==> src/rtl/user_clkdiv_pkg.sv <==
// user_clkdiv_pkg
// Shared definitions for the selectable divided-clock mux:
//   - state_t      : switch-control FSM states
//   - DEF_*        : default values for the top-level parameters
//   - PARK_W       : width of the park-phase cycle counter (PARK_CYC <= 255)
package user_clkdiv_pkg;

    typedef enum logic [1:0] {
        RUN      = 2'd0,   // dividing on active_sel, accepting requests
        WAIT_LOW = 2'd1,   // dividing on the old channel until clk_out falls
        PARK     = 2'd2    // clk_out held low while the channel changes
    } state_t;

    localparam int DEF_NUM_CH    = 4;
    localparam int DEF_CNT_W     = 8;
    localparam int DEF_PARK_CYC  = 2;
    localparam int DEF_RESET_SEL = 0;

    localparam int PARK_W = 8;

endpackage

==> src/rtl/user_clkdiv_mux_core.sv <==
// user_clkdiv_core
// Half-period counter and divided-clock generator for one selected channel.
// Ports:
//   aclk, areset : clock, asynchronous active-high reset
//   park         : hold clk_out low and keep the counter at zero
//   cfg          : half-period minus one of the channel currently selected
//   clk_out      : registered divided clock
//   clk_en       : one-cycle pulse in the first cycle clk_out is high
//   toggle       : combinational, clk_out changes level on the coming edge
module user_clkdiv_core
    import user_clkdiv_pkg::*;
#(
    parameter int CNT_W = DEF_CNT_W
) (
    input  logic             aclk,
    input  logic             areset,
    input  logic             park,
    input  logic [CNT_W-1:0] cfg,
    output logic             clk_out,
    output logic             clk_en,
    output logic             toggle
);

    logic [CNT_W-1:0] cnt;

    // '>=' rather than '==' so that lowering cfg below the running count
    // ends the phase on the next edge instead of wrapping the counter.
    assign toggle = !park && (cnt >= cfg);

    always_ff @(posedge aclk or posedge areset) begin
        if (areset) begin
            cnt     <= '0;
            clk_out <= 1'b0;
            clk_en  <= 1'b0;
        end else if (park) begin
            cnt     <= '0;
            clk_out <= 1'b0;
            clk_en  <= 1'b0;
        end else if (toggle) begin
            cnt     <= '0;
            clk_out <= ~clk_out;
            clk_en  <= ~clk_out;   // pulse only on the 0->1 change
        end else begin
            cnt     <= cnt + 1'b1;
            clk_en  <= 1'b0;
        end
    end

endmodule

==> src/rtl/user_clkdiv_mux.sv <==
// user_clkdiv_mux
// Glitch-free selector between NUM_CH divided clocks derived from aclk.
// A request (sel/sel_valid/sel_ready) moves clk_out to another channel by
// finishing any high phase on the old channel, parking low for PARK_CYC
// cycles, then starting the new channel with a full low half-period.
// Ports:
//   aclk, areset : clock, asynchronous active-high reset
//   div_cfg      : per-channel half-period minus one, channel k at [k*CNT_W +: CNT_W]
//   sel, sel_valid, sel_ready : channel request handshake
//   clk_out, clk_en          : divided clock and its rising-edge enable pulse
//   active_sel, busy         : channel driving clk_out, switch in progress
//   switch_done, sel_err     : one-cycle completion / rejection pulses
module user_clkdiv_mux
    import user_clkdiv_pkg::*;
#(
    parameter  int NUM_CH    = DEF_NUM_CH,
    parameter  int CNT_W     = DEF_CNT_W,
    parameter  int PARK_CYC  = DEF_PARK_CYC,
    parameter  int RESET_SEL = DEF_RESET_SEL,
    localparam int SEL_W     = $clog2(NUM_CH)
) (
    input  logic                    aclk,
    input  logic                    areset,
    input  logic [NUM_CH*CNT_W-1:0] div_cfg,
    input  logic [SEL_W-1:0]        sel,
    input  logic                    sel_valid,
    output logic                    sel_ready,
    output logic                    clk_out,
    output logic                    clk_en,
    output logic [SEL_W-1:0]        active_sel,
    output logic                    busy,
    output logic                    switch_done,
    output logic                    sel_err
);

    localparam logic [SEL_W-1:0]  RST_SEL   = SEL_W'(RESET_SEL);
    localparam logic [SEL_W:0]    CH_LIMIT  = (SEL_W+1)'(NUM_CH);
    localparam logic [PARK_W-1:0] PARK_LAST = PARK_W'(PARK_CYC - 1);

    state_t              state;
    logic [SEL_W-1:0]    pend_sel;
    logic [PARK_W-1:0]   park_cnt;
    logic [CNT_W-1:0]    cfg_arr [NUM_CH];
    logic [CNT_W-1:0]    cfg_act;
    logic                toggle;
    logic                park;
    logic                accept;
    logic                sel_bad;

    generate
        for (genvar gi = 0; gi < NUM_CH; gi++) begin : g_cfg
            assign cfg_arr[gi] = div_cfg[gi*CNT_W +: CNT_W];
        end
    endgenerate

    assign cfg_act   = cfg_arr[active_sel];
    assign park      = (state == PARK);
    assign sel_ready = (state == RUN) && !switch_done && !sel_err;
    assign accept    = sel_valid && sel_ready;
    assign sel_bad   = ({1'b0, sel} >= CH_LIMIT);

    user_clkdiv_core #(
        .CNT_W   (CNT_W)
    ) u_core (
        .aclk    (aclk),
        .areset  (areset),
        .park    (park),
        .cfg     (cfg_act),
        .clk_out (clk_out),
        .clk_en  (clk_en),
        .toggle  (toggle)
    );

    always_ff @(posedge aclk or posedge areset) begin
        if (areset) begin
            state       <= RUN;
            pend_sel    <= RST_SEL;
            park_cnt    <= '0;
            active_sel  <= RST_SEL;
            busy        <= 1'b0;
            switch_done <= 1'b0;
            sel_err     <= 1'b0;
        end else begin
            switch_done <= 1'b0;
            sel_err     <= 1'b0;
            case (state)
                RUN: begin
                    if (accept) begin
                        if (sel_bad) begin
                            sel_err <= 1'b1;
                        end else if (sel == active_sel) begin
                            switch_done <= 1'b1;
                        end else begin
                            pend_sel <= sel;
                            busy     <= 1'b1;
                            park_cnt <= '0;
                            // The core still divides on the accepting edge, so
                            // decide on the level clk_out is about to take: a
                            // high phase that is just starting must run in full.
                            if (clk_out ^ toggle) begin
                                state <= WAIT_LOW;
                            end else begin
                                state <= PARK;
                            end
                        end
                    end
                end
                WAIT_LOW: begin
                    if (clk_out && toggle) begin
                        state <= PARK;
                    end
                end
                PARK: begin
                    if (park_cnt == PARK_LAST) begin
                        active_sel  <= pend_sel;
                        busy        <= 1'b0;
                        switch_done <= 1'b1;
                        state       <= RUN;
                    end else begin
                        park_cnt <= park_cnt + 1'b1;
                    end
                end
                default: state <= RUN;
            endcase
        end
    end

endmodule

==> config.mk <==
export PLATFORM = sky130hd
export DESIGN_NAME = user_clkdiv_mux
export DESIGN_NICKNAME = d
export VERILOG_FILES = /design/src/rtl/user_clkdiv_pkg.sv /design/src/rtl/user_clkdiv_mux_core.sv /design/src/rtl/user_clkdiv_mux.sv
export SDC_FILE = /design/constraint.sdc
export NUM_CORES = 1
export LEC_CHECK = 0
export CORE_ASPECT_RATIO = 0.5
export CORE_UTILIZATION = 31
export CTS_CLUSTER_DIAMETER = 200
export DETAILED_ROUTE_END_ITERATION = 7
export PLACE_DENSITY = 0.58
export SETUP_SLACK_MARGIN = 0.2
export SLEW_MARGIN = 40
export SYNTH_ARGS = -nofsm -noshare
export SYNTH_HDL_FRONTEND = slang
export SYNTH_HIERARCHICAL = 1
export SYNTH_SLANG_ARGS = --single-unit
==> constraint.sdc <==
create_clock -name aclk -period 7.95 [get_ports aclk]
set_input_delay 2.385 -clock aclk [delete_from_list [all_inputs] [get_ports aclk]]
set_output_delay 2.385 -clock aclk [all_outputs]
set_load 0.02 [all_outputs]
==> results_dict.tcl, run 1 <==
set metrics [dict create \
    syn-cell-area_sq_mm 0.00176 \
    pwr-share-clk 0.213 \
    grt_util_met2 0.226 \
    grt_pass1_vias 1419 \
    grt_max_degree 23 \
    critPathRequiredTime_ns 8.10 \
    grt_setup_unrepaired "no" \
    avgSynthCellArea_sq_um 10.6 \
    cts_max_level 1 \
    ir_drop_v 0.000102 \
    dieWidth_microns 109 \
    use_met3 0.0283 \
    fin_area_sq_mm 0.00236 \
    leakage_nw 1.02 \
    multi_input_area_sq_mm 0.00103 \
    die-area_sq_mm 0.00600 \
    cts_max_path_buffers 2 \
    status "finished, final reports clean" \
    skew_ns 0.00582 \
    worst-path-max-fanout 10 \
    pwr-share-comb 0.444 \
    cts_buffers 3 \
    synthArstFlopShare 1.00 \
    min_period_over_period 0.608 \
    cts_resized 0 \
    clock_latency_ns 0.26 \
    grt.busiest_layer "met2" \
    drt-vias-per-instance 4.96 \
    post-route-min-period_ns 4.83 \
    ant_nets 0 \
    intPower_w 0.000435 \
    layout_common_cells "clkdlybuf4s50_1 (43), dfrtp_1 (26), nand2_1 (13), inv_1 (13), ha_1 (12)" \
    layout_commonest_cell "clkdlybuf4s50_1" \
    cts_hold_buf 0 \
    cts_tree "done" \
    synth_ff_type "dfrtp_1" \
    yosys_warnings 6 \
    antenna_cells 0 \
    cp.arrival_ns 4.98 \
    grt_pass1_wl_microns 6450 \
    layout-drive-gt1-share 0.121 \
    dp_hpwl_microns 2940 \
    wl_per_cell_microns 13.4 \
    ios 45 \
    die_h_microns 55.3 \
    cp-end-kind "flop" \
    setup_viol 0 \
    hp-class "flop to flop" \
    cp-start-kind "input pin" \
    track_usage 0.136 \
    powerDensity_mw_per_mm2 288 \
    netSwitchingFraction 0.359 \
    clk_pin_slew_ns 0.07 \
    grt_overflow 0 \
    dr.pass1.iters 4 \
    place_congestion 0.715 \
    cts.sinks 26 \
    place_area_sq_mm 0.00225 \
    fin_tns_setup_ns 0 \
    core-area_sq_mm 0.00518 \
    post_cts_buffers 0 \
    holdPathStages 1 \
    ys_seq_area_frac 0.370 \
    hold_viol 0 \
    ys_ff_latch 26 \
    synth_nets 215 \
    synthToLayoutAreaGrowth_pct 33.9 \
    seqPwrFrac 0.343 \
    antenna_found_initial 0 \
    fmax_mhz 207 \
    io_buffers 43 \
    vias 1373 \
    wirelength_microns 3720 \
    relSlewSlack 0.584 \
    final_nets 257 \
    worst_slew_pin_slew_ns 0.624 \
    synth-edff-count 0 \
    initial_core_util 0.340 \
    clockRootBuffer "clkbuf_16" \
    power.switching_w 0.000244 \
    fillers 488 \
    seq_area_sq_um 651 \
    crit_type "input pin to flop" \
    drcViolationCount 0 \
    reg2reg_depth 9 \
    grt_util_met1 0.180 \
    syn_inst 166 \
    drt_iter0_markers 40 \
    ys_types 44 \
    maxCapViolations 0 \
    slew_violations 0 \
    num_rows 18 \
]
## registers in the layout, indices dropped and copies added (netlist names)
name and count:
u_core/clk_out 1, busy 1, park_cnt 8, u_core/cnt 8, pend_sel 2, switch_done 1, state 2, u_core/clk_en 1
active_sel 2
## through the flow
| step | instances | hold slack [ns] | power [W] | utilization | setup slack (ns) |
|---|---|---|---|---|---|
| 2_1_floorplan | 166 | 0.442 | 0.000457 | - | 3.40 |
| 3_3_place_gp | 273 | 0.457 | 0.000533 | 0.435 | 2.90 |
| 3_5_place_dp | 273 | 0.459 | 0.000539 | 0.435 | 2.86 |
| 4_1_cts | 277 | 0.476 | 0.000687 | 0.455 | 3.13 |
| 5_1_grt | 277 | 0.498 | 0.000733 | 0.455 | 3.01 |
| 6_report | 277 | 0.477 | 0.000679 | 0.455 | 3.12 |
## metal layers
metal / wire length [microns] / part of all wire / vias to the layer above
met1: 1800 / 0.48 / 662
met5: 0 / 0 / -
met3: 59 / 0.016 / 2
li1: - / - / 698
met2: 1830 / 0.49 / 11
met4: 27 / 0.0073 / 0
## path summary, 6_finish.rpt
check / start / end / slack (ns)
setup / recovery: div_cfg[29] / state[0] / 3.12
hold / removal: busy / busy / 0.48
setup reg to reg: active_sel[0] / state[0] / 4.82
hold reg to reg: busy / busy / 0.48
max in group asynchronous: areset / active_sel[0] / 5.01
min in group asynchronous: areset / u_core/cnt[7] / 2.44
## cell usage after synthesis, types with 3 or more instances
cell / count / share of area
nand4_1: 3 / 0.011
xor2_1: 5 / 0.025
clkbuf_1: 3 / 0.0064
dfrtp_1: 26 / 0.37
a21oi_1: 6 / 0.017
a211o_1: 3 / 0.015
nor2b_1: 3 / 0.011
nor3_1: 10 / 0.028
mux4_2: 8 / 0.10
nand2_1: 13 / 0.028
o21ai_0: 6 / 0.017
xnor2_1: 3 / 0.015
inv_1: 13 / 0.028
a21o_1: 3 / 0.013
nand3_1: 8 / 0.023
nor2_1: 5 / 0.011
ha_1: 12 / 0.085
and3_1: 4 / 0.014
## power by group through the flow
| stage | registers (W) | clock network [W] | logic (W) |
|---|---|---|---|
| detailed placement | 0.000235 | 0 | 0.000303 |
| global placement | 0.000236 | 0 | 0.000297 |
| finish | 0.000233 | 0.000145 | 0.000302 |
| global route | 0.000242 | 0.000156 | 0.000335 |
| floorplan | 0.000209 | 0 | 0.000249 |
| CTS | 0.000233 | 0.000150 | 0.000305 |
## worst max-delay path: stages
cell	delay, ns
clkdlybuf4s50_1	0.40
mux4_2	0.46
inv_1	0.07
ha_1	0.24
a211o_1	0.31
a21oi_1	0.26
o31ai_4	0.19
nor2b_1	0.17
ha_1	0.29
a21oi_1	0.13
nor2_1	0.05
## kinds of logic after synthesis
| kind of cell | count (synthesis) | share of synthesized area |
|---|---|---|
| simple gates | 59 | 0.195 |
| flops | 26 | 0.370 |
| compound gates | 29 | 0.140 |
| xor+xnor | 8 | 0.0398 |
| fa+ha+maj | 12 | 0.0853 |
| other cells | 1 | 0.00213 |
| buf+inv | 20 | 0.0469 |
| mux | 11 | 0.121 |
## cell type report
type                    instances  share of cell area
clock buffers                   3              0.0319
flip-flops and latches         26               0.276
multi-input cells             120               0.435
clock inverters                 1              0.0127
inverters                      13              0.0207
well taps                      70              0.0372
repair buffers                 44               0.186
Power figures use the tool's default switching activity.
==> inputs of run 2 (changes only) <==
--- a/config.mk
+++ b/config.mk
@@ -9,7 +9,7 @@
 export CORE_UTILIZATION = 31
 export CTS_CLUSTER_DIAMETER = 200
 export DETAILED_ROUTE_END_ITERATION = 7
-export PLACE_DENSITY = 0.58
+export PLACE_DENSITY = 0.6
 export SETUP_SLACK_MARGIN = 0.2
 export SLEW_MARGIN = 40
 export SYNTH_ARGS = -nofsm -noshare
==> constraint.sdc (replaced) <==
create_clock -name aclk -period 4 [get_ports aclk]
set_input_delay 1.2 -clock aclk [delete_from_list [all_inputs] [get_ports aclk]]
set_output_delay 1.2 -clock aclk [all_outputs]
set_load 0.02 [all_outputs]
==> results_dict.tcl, run 2 (synthesis results as in run 1) <==
set metrics [dict create \
    drcViolationCount 0 \
    grt_max_degree 23 \
    grt_pass1_wl_microns 6800 \
    netSwitchingFraction 0.374 \
    cts_hold_buf 0 \
    wl_per_cell_microns 14.1 \
    wirelength_microns 3930 \
    place_congestion 0.726 \
    cts_max_level 1 \
    post-route-util 0.453 \
    die_h_microns 55.3 \
    ant_nets 0 \
    grt_util_met1 0.176 \
    place_area_sq_mm 0.00226 \
    antenna_found_initial 0 \
    powerDensity_mw_per_mm2 558 \
    initial_core_util 0.340 \
    clockRootBuffer "clkbuf_16" \
    final_nets 258 \
    die-area_sq_mm 0.00600 \
    min_to "busy" \
    layout-drive-gt1-share 0.125 \
    r2r-end "state[0]" \
    crit_chain "clkdlybuf4s50_1 -> mux4_2 -> ha_1 -> nand2b_4 -> a2111oi_4 -> o31ai_4 -> nor2b_1 -> ha_1 -> a21oi_1 -> nor2_1" \
    core-area_sq_mm 0.00518 \
    reg2reg_depth 9 \
    cp-start-kind "input pin" \
    cts_max_path_buffers 2 \
    drt-vias-per-instance 5.04 \
    dp_hpwl_microns 3100 \
    slew_violations 0 \
    grt_util_met2 0.259 \
    intPower_w 0.000820 \
    power.switching_w 0.000491 \
    grt.busiest_layer "met2" \
    min_period_over_period 0.889 \
    multi_input_area_sq_mm 0.00103 \
    hold_viol 0 \
    p_total_w 0.00131 \
    worst_slew_pin_slew_ns 0.606 \
    fin_tns_setup_ns 0 \
    io_buffers 43 \
    cp_num_buf_inv 1 \
    relSlewSlack 0.596 \
    num_rows 18 \
    cts.sinks 26 \
    dieWidth_microns 109 \
    fmax_mhz 281 \
    cp.arrival_ns 3.70 \
    cp_top_family "compound AO/OA/AOI/OAI gates" \
    maxCapViolations 0 \
    min-delay-start "busy" \
    post_cts_buffers 0 \
    setup_viol 0 \
    crit_type "input pin to flop" \
    cts_buffers 3 \
    ios 45 \
    layout_common_cells "clkdlybuf4s50_1 (43), dfrtp_1 (26), nand2_1 (13), inv_1 (13), ha_1 (12)" \
    status "finished, final reports clean" \
    cp_common_cell "ha_1" \
    leakage_nw 1.02 \
    regToRegSetupSlack_ns 0.97 \
    fillers 487 \
    track_usage 0.143 \
    pwr-share-clk 0.182 \
    grt_pass1_vias 1495 \
    cts_resized 0 \
    pwr-share-comb 0.463 \
    grt_setup_unrepaired "no" \
    critPathMaxStageDelay_ns 0.47 \
    seq_area_sq_um 651 \
    layout_commonest_cell "clkdlybuf4s50_1" \
    r2r-start "active_sel[0]" \
    hp-class "flop to flop" \
    clock_latency_ns 0.26 \
    ir_drop_v 0.000192 \
    seqPwrFrac 0.355 \
    holdPathStages 1 \
    clk_pin_slew_ns 0.06 \
    dr.pass1.iters 4 \
    cpMaxStageDelayCell "mux4_2" \
    cts_tree "done" \
    synthToLayoutAreaGrowth_pct 33.4 \
    vias 1402 \
    worst-path-max-fanout 3 \
    fin_area_sq_mm 0.00235 \
    drt_iter0_markers 47 \
    reg.largest.list "park_cnt: 8 flops, u_core/cnt: 8 flops" \
    skew_ns 0.00391 \
    critPathRequiredTime_ns 4.14 \
    use_met3 0.0283 \
    grt_overflow 0 \
    cp-end-kind "flop" \
    post-route-min-period_ns 3.56 \
    antenna_cells 0 \
]
run 2: cell types whose count changed in the layout (fill, tap and decap cells not counted):
cell	delta
clkbuf_8	+1
buf_4	+1
bufinv_16	-1
run 2: worst register-to-register path, cell delays in order (launching register included):
cell	delay (ns)
dfrtp_1	0.70
mux4_2	0.58
ha_1	0.30
nand2b_4	0.15
a2111oi_4	0.45
o31ai_4	0.11
nor2b_1	0.14
ha_1	0.30
a21oi_1	0.13
nor2_1	0.06
run 2: final cells by class:
class	instances	area share
Multi-Input combinational cell	120	0.437
Clock buffer	4	0.0378
Sequential cell	26	0.277
Tap cell	70	0.0373
Timing Repair Buffer	45	0.190
Inverter	13	0.0208
run 2: how the worst max path moves through the flow:
stage	from	to	slack [ns]	depth (start not counted)
after floorplan	div_cfg[24]	state[0]	0.63	9
after global placement	div_cfg[24]	state[0]	0.21	10
after detailed placement	div_cfg[24]	state[0]	0.15	10
after CTS	div_cfg[24]	state[0]	0.43	10
after global routing	div_cfg[24]	state[0]	0.32	11
final	div_cfg[24]	state[0]	0.44	10
run 2: stage by stage:
stage          instances  hold slack, ns  setup WS [ns]
3_3_place_gp         274           0.458          0.206
4_1_cts              278           0.482          0.426
2_1_floorplan        166           0.442          0.631
3_5_place_dp         274           0.467          0.155
6_report             278           0.484          0.443
5_1_grt              278           0.500          0.322
run 2: routing by layer:
layer,vias up,part of all wire,routed length (microns)
li1,693,-,-
met1,693,0.45,1760
met2,14,0.52,2050
met3,2,0.025,100
met4,0,0.0069,27
met5,-,0,0
run 2: power groups by stage:
stage	logic [W]	registers, W	clock network, W
floorplan	0.000494	0.000415	0
global placement	0.000589	0.000468	0
detailed placement	0.000612	0.000471	0
CTS	0.000613	0.000467	0.000246
global route	0.000674	0.000484	0.000254
finish	0.000606	0.000465	0.000239
